**config.mk**
```make
export PLATFORM = sky130hd
export DESIGN_NAME = round_controller
export DESIGN_NICKNAME = d
export VERILOG_FILES = /design/src/rtl/round_controller.sv
export SDC_FILE = /design/constraint.sdc
export NUM_CORES = 1
export LEC_CHECK = 0
export ABC_AREA = 1
export CAP_MARGIN = 10
export CORE_ASPECT_RATIO = 0.75
export CORE_UTILIZATION = 45
export DETAILED_ROUTE_END_ITERATION = 7
export GPL_ROUTABILITY_DRIVEN = 0
export PLACE_DENSITY = 0.67
export SKIP_LAST_GASP = 1
export SLEW_MARGIN = 10
export SYNTH_ARGS = -nofsm -noshare
export SYNTH_HDL_FRONTEND = slang
export SYNTH_SLANG_ARGS = --single-unit
```
**constraint.sdc**
```tcl
create_clock -name FrameClk -period 1.92 [get_ports FrameClk]
set_input_delay 0.288 -clock FrameClk [delete_from_list [all_inputs] [get_ports FrameClk]]
set_output_delay 0.288 -clock FrameClk [all_outputs]
set_load 0.03 [all_outputs]
```
**src/rtl/round_controller.sv**
```systemverilog
// Frame-rate sequencer for the two-player game: countdown, round timer,
// respawn holds, loot scoring and winner decode for the HUD/renderer.
//
// Ports:
//   FrameClk    frame clock, the only clock
//   ResetN      synchronous active-low reset
//   Keycode     current keyboard keycode
//   Hit         per-player death pulse, [0]=P1, [1]=P2
//   Deposit     per-player loot-deposit pulse, [0]=P1, [1]=P2
//   SpawnEnable [i]=1 holds player i frozen at its spawn point
//   State       0 Idle, 1 Countdown, 2 Play, 3 Over
//   CountLeft   countdown seconds remaining
//   TimeLeft    round seconds remaining
//   ScoreP1/P2  player scores
//   Winner      00 none, 01 P1, 10 P2, 11 tie (only in Over)
module round_controller #(
    parameter int          FRAMES_PER_SEC = 60,
    parameter int          COUNTDOWN_SECS = 3,
    parameter int          ROUND_SECS     = 60,
    parameter int          RESPAWN_FRAMES = 90,
    parameter int          SCORE_MAX      = 99,
    parameter logic [7:0]  START_KEY      = 8'h28
) (
    input  logic       FrameClk,
    input  logic       ResetN,
    input  logic [7:0] Keycode,
    input  logic [1:0] Hit,
    input  logic [1:0] Deposit,
    output logic [1:0] SpawnEnable,
    output logic [1:0] State,
    output logic [1:0] CountLeft,
    output logic [6:0] TimeLeft,
    output logic [6:0] ScoreP1,
    output logic [6:0] ScoreP2,
    output logic [1:0] Winner
);

    localparam int FW = (FRAMES_PER_SEC > 1) ? $clog2(FRAMES_PER_SEC) : 1;
    localparam logic [FW-1:0] FRAME_LAST = FW'(FRAMES_PER_SEC - 1);
    localparam logic [1:0]    CL_INIT    = 2'(COUNTDOWN_SECS);
    localparam logic [6:0]    TL_INIT    = 7'(ROUND_SECS);
    localparam logic [7:0]    RESP_INIT  = 8'(RESPAWN_FRAMES);
    localparam logic [6:0]    SMAX       = 7'(SCORE_MAX);

    typedef enum logic [1:0] {
        IDLE  = 2'd0,
        COUNT = 2'd1,
        PLAY  = 2'd2,
        OVER  = 2'd3
    } state_t;

    state_t        state, state_n;
    logic [FW-1:0] frame, frame_n;
    logic [1:0]    count_left, count_left_n;
    logic [6:0]    time_left, time_left_n;
    logic [6:0]    score [2];
    logic [6:0]    score_n [2];
    logic [7:0]    resp [2];
    logic [7:0]    resp_n [2];
    logic [7:0]    prev_key;
    logic          start_edge;
    logic          frame_wrap;

    assign start_edge = (Keycode == START_KEY) && (prev_key != START_KEY);
    assign frame_wrap = (frame == FRAME_LAST);

    always_ff @(posedge FrameClk) begin
        if (!ResetN) begin
            state      <= IDLE;
            frame      <= '0;
            count_left <= CL_INIT;
            time_left  <= TL_INIT;
            score[0]   <= '0;
            score[1]   <= '0;
            resp[0]    <= '0;
            resp[1]    <= '0;
            prev_key   <= 8'h00;
        end else begin
            state      <= state_n;
            frame      <= frame_n;
            count_left <= count_left_n;
            time_left  <= time_left_n;
            score[0]   <= score_n[0];
            score[1]   <= score_n[1];
            resp[0]    <= resp_n[0];
            resp[1]    <= resp_n[1];
            prev_key   <= Keycode;
        end
    end

    always_comb begin
        state_n      = state;
        frame_n      = frame;
        count_left_n = count_left;
        time_left_n  = time_left;
        score_n[0]   = score[0];
        score_n[1]   = score[1];
        resp_n[0]    = resp[0];
        resp_n[1]    = resp[1];

        unique case (state)
            IDLE: begin
                if (start_edge) begin
                    state_n      = COUNT;
                    frame_n      = '0;
                    count_left_n = CL_INIT;
                    time_left_n  = TL_INIT;
                    score_n[0]   = '0;
                    score_n[1]   = '0;
                    resp_n[0]    = '0;
                    resp_n[1]    = '0;
                end
            end
            COUNT: begin
                if (frame_wrap) begin
                    frame_n = '0;
                    if (count_left <= 2'd1) begin
                        count_left_n = '0;
                        state_n      = PLAY;
                    end else begin
                        count_left_n = count_left - 2'd1;
                    end
                end else begin
                    frame_n = frame + FW'(1);
                end
            end
            PLAY: begin
                if (frame_wrap) begin
                    frame_n = '0;
                    if (time_left <= 7'd1) begin
                        time_left_n = '0;
                        state_n     = OVER;
                    end else begin
                        time_left_n = time_left - 7'd1;
                    end
                end else begin
                    frame_n = frame + FW'(1);
                end
                // A player in its respawn window ignores both Hit and
                // Deposit; otherwise Hit wins over Deposit.
                for (int i = 0; i < 2; i++) begin
                    if (resp[i] != 8'd0) begin
                        resp_n[i] = resp[i] - 8'd1;
                    end else if (Hit[i]) begin
                        resp_n[i] = RESP_INIT;
                    end else if (Deposit[i] && (score[i] < SMAX)) begin
                        score_n[i] = score[i] + 7'd1;
                        if (score_n[i] == SMAX) begin
                            state_n = OVER;
                        end
                    end
                end
            end
            OVER: begin
                if (start_edge) begin
                    state_n = IDLE;
                end
            end
        endcase
    end

    always_comb begin
        SpawnEnable = 2'b11;
        Winner      = 2'b00;
        if (state == PLAY) begin
            SpawnEnable = {resp[1] != 8'd0, resp[0] != 8'd0};
        end
        if (state == OVER) begin
            if (score[0] > score[1]) begin
                Winner = 2'b01;
            end else if (score[1] > score[0]) begin
                Winner = 2'b10;
            end else begin
                Winner = 2'b11;
            end
        end
    end

    assign State     = state;
    assign CountLeft = count_left;
    assign TimeLeft  = time_left;
    assign ScoreP1   = score[0];
    assign ScoreP2   = score[1];

endmodule

```
==> run metrics <==
layout net count=659; Post-synth ARST share=0; Root Buffer=clkbuf_8; Slowest Stage Delay on Critical Path=0.36 ns; Arr. time, crit path=1.78 ns; Comb pwr share=0.672; relative slew slack=0.683; Netlist cell types=37; Setup crit end kind=output pin; CTS tree=built; dpl cells=705; fin crit share=1.08; total CTS buffers=5; maxcap violations=0; Synth Instances=541; PD cells=1640 nW/um2; CP required=1.63 ns; yosys warns=0; # port buffers=42; via count=3665; main flop type after synthesis=dfxtp_1; Int Pwr=3.79 mW; reg-to-reg critical path endpoint=resp[0][10]; Setup violations, final=2; CTS max path bufs=2; P_sw=3.67 mW; DR DRC count=0; worst r2r path cells=11; setup TNS=-0.294 ns; sw frac=0.492; initial core utilization=0.470; FP Rows=27; I/O Pins=43; Overflow after GRT=0; Hold Buf Count CTS=0; clk_lat worst skew=0.31 ns; largest net degree at the start of global routing=39; crit path max fanout=2; Post-synth EDFFs=0; first-pass GRT wire length=15.4 mm; status=finished with violations; Routed Antenna Nets=0; type of the most critical hold path=register to register; Crit path buffers/inverters=2; Mean Syn Cell Area=6.45 um2; CP endpoint=Winner[1]; R2R setup slack=0.12 ns; CTS sink count=55; die footprint=8120 um2; height of the die=78.3 um; clk_skew=0.00725 ns; layout cells sized above 1=0.184; Pleak=2.02 nW; FF+latch count, synth=55; Reg power frac=0.241; failing checks=negative setup slack; core area=7430 um2; clk slew on worst S/H paths=0.10 ns; P&R area growth vs syn=30.5%; vias in the first global route=3325; Clk network pwr share=0.087; WS Path Type=register to output pin; DRT iter0 DRCs=181; placed instance area=4240 um2; Critical Path Stages=8; Tmin final=2.07 ns; Design Area, Final=4560 um2; Post-Syn Nets=577; dpl hpwl=6.69 mm; initial antenna violation count=0; die width=104 um; post-route worst setup slack=-0.149 ns; startpoint types=register; WL final=9.28 mm; Crit. Startpoint=score[0][2]; fin. max-slew vios=0; Reg-to-Reg Start=State[1]; unrepaired setup endpoints after global routing=yes; H-tree Lvls=2; critical-path cell list=inv_2 > ha_4 > nand2_2 > o21ai_1 > nand4_1 > o211ai_1 > and2_1 > buf_6; Seq/Total Area, Yosys=0.315; Peak VDD IR=0.000816 V; Final Hold Viols=0; worst hold stages=2; Place WS=-0.125 ns; critical path's top delay family=flip-flops; DR vias/cell=5.06; DRT Pass-1 Iters=4; Total GRT Usage=0.232; WL/cell=12.8 um; mapped cell area=3490 um2; worst-margin pin slew=0.474 ns; n_diodes=0; fin cells=725; Hold WS=0.469 ns; CP max stage cell=dfxtp_2; fmax=483 MHz
layer usage:
| layer | part of all wire | vias to the layer above | GRT usage |
|---|---|---|---|
| met4 | 0.0061 | 0 | 0.0429 |
| met3 | 0.042 | 4 | 0.0374 |
| li1 | - | 1887 | - |
| met1 | 0.50 | 1688 | 0.323 |
| met2 | 0.45 | 86 | 0.383 |
| met5 | 0 | - | 0 |
worst reg2reg max path, stage by stage (launching register included):
cell,delay (ns)
dfxtp_2,0.36
buf_4,0.14
clkinvlp_4,0.12
ha_4,0.21
buf_4,0.15
nand2_4,0.12
buf_4,0.16
nand2_2,0.10
inv_2,0.14
nand3_1,0.08
nand2_1,0.07
nor2_1,0.04
cell usage in the layout, fill, tap and decap left out, types with 2 or more instances in the layout:
cell type	netlist	layout
nand2_1	116	114
nor2_1	88	86
inv_1	73	67
dfxtp_1	55	45
buf_4	1	42
clkdlybuf4s50_1	0	38
nand3_1	34	34
a21oi_1	34	31
o21ai_0	32	29
ha_1	22	15
inv_2	6	10
nand2_2	6	9
o211ai_1	8	8
nor3_1	8	8
dfxtp_2	0	7
nor2_2	6	7
o21ai_1	5	7
nand4_1	6	6
ha_4	0	6
xor2_1	5	5
clkbuf_8	0	5
clkinvlp_4	0	3
a21oi_2	0	3
nand2_4	2	3
a31oi_1	4	3
xnor2_1	3	3
dfxtp_4	0	3
nor2_4	1	2
o21ai_2	2	2
nand3b_1	2	2
o21bai_1	2	2
clkbuf_2	0	2
buf_6	1	2
cells by family (layout without fill, tap and decap cells):
group                      count (synthesis)  in the layout  share of synthesized area
AOI/OAI and AO/OA                         88             88                      0.138
and+or+nand+nor                          276            278                      0.344
adders and majority gates                 22             22                     0.0788
buffers and inverters                     92            173                      0.105
xor gates and xnor gates                   8              8                     0.0201
DFF                                       55             55                      0.315
power groups by stage:
stage | combinational, mW | clock, mW | sequential, mW
6_report | 5.02 | 0.647 | 1.80
5_1_grt | 5.54 | 0.703 | 1.84
4_1_cts | 4.60 | 0.664 | 1.78
3_5_place_dp | 4.49 | 0 | 1.79
3_3_place_gp | 4.40 | 0 | 1.78
2_1_floorplan | 2.57 | 0 | 2.16
Yosys cell counts (all sizes together) (2+ instances only):
library cell	number	area, um2
o21bai	2	15.0
nor2	95	379
nor3	10	66.3
dfxtp	55	1100
xor2	5	43.8
a21oi	34	170
buf	6	37.5
clkbuf	6	22.5
nand2	124	495
o21ai	39	203
o211ai	8	60.1
nand3	35	180
a31oi	4	25.0
nand3b	2	15.0
inv	79	297
ha	22	275
xnor2	3	26.3
nand4	6	37.5
repair_timing:
action | 4_1_cts | 5_1_grt
buffers inserted | 2 | 8
pin swaps | 3 | 11
resized for setup | 18 | 32
setup endpoints to repair | 10 | 42
gates cloned | 0 | 2
state kept, by name, indices dropped and copies added, names as in the netlist:
| register | cells |
|---|---|
| CountLeft | 2 |
| State | 2 |
| TimeLeft | 7 |
| score | 14 |
| prev_key | 8 |
| resp | 16 |
| frame | 6 |
layout make-up:
class,count,area [um2]
clock inverter,2,12.5
tap,101,126
timing repair buffer,85,748
fill,714,2870
sequential,55,1120
inverter,80,313
clock buffer,6,72.6
multi-input combinational,396,2160
worst min-delay path by stage:
stage / start / to
3_5_place_dp: resp[0][0] / resp[0][0]
6_report: resp[0][0] / resp[0][0]
2_1_floorplan: Keycode[0] / prev_key[0]
5_1_grt: resp[0][1] / resp[0][1]
3_3_place_gp: resp[0][1] / resp[0][1]
4_1_cts: resp[0][1] / resp[0][1]
stage by stage:
stage          power, mW   util
2_1_floorplan       4.73      -
3_3_place_gp        6.18  0.571
3_5_place_dp        6.28  0.571
4_1_cts             7.05  0.590
5_1_grt             8.08  0.613
6_report            7.46  0.613
Note: power is estimated with default switching activity, not from simulation.
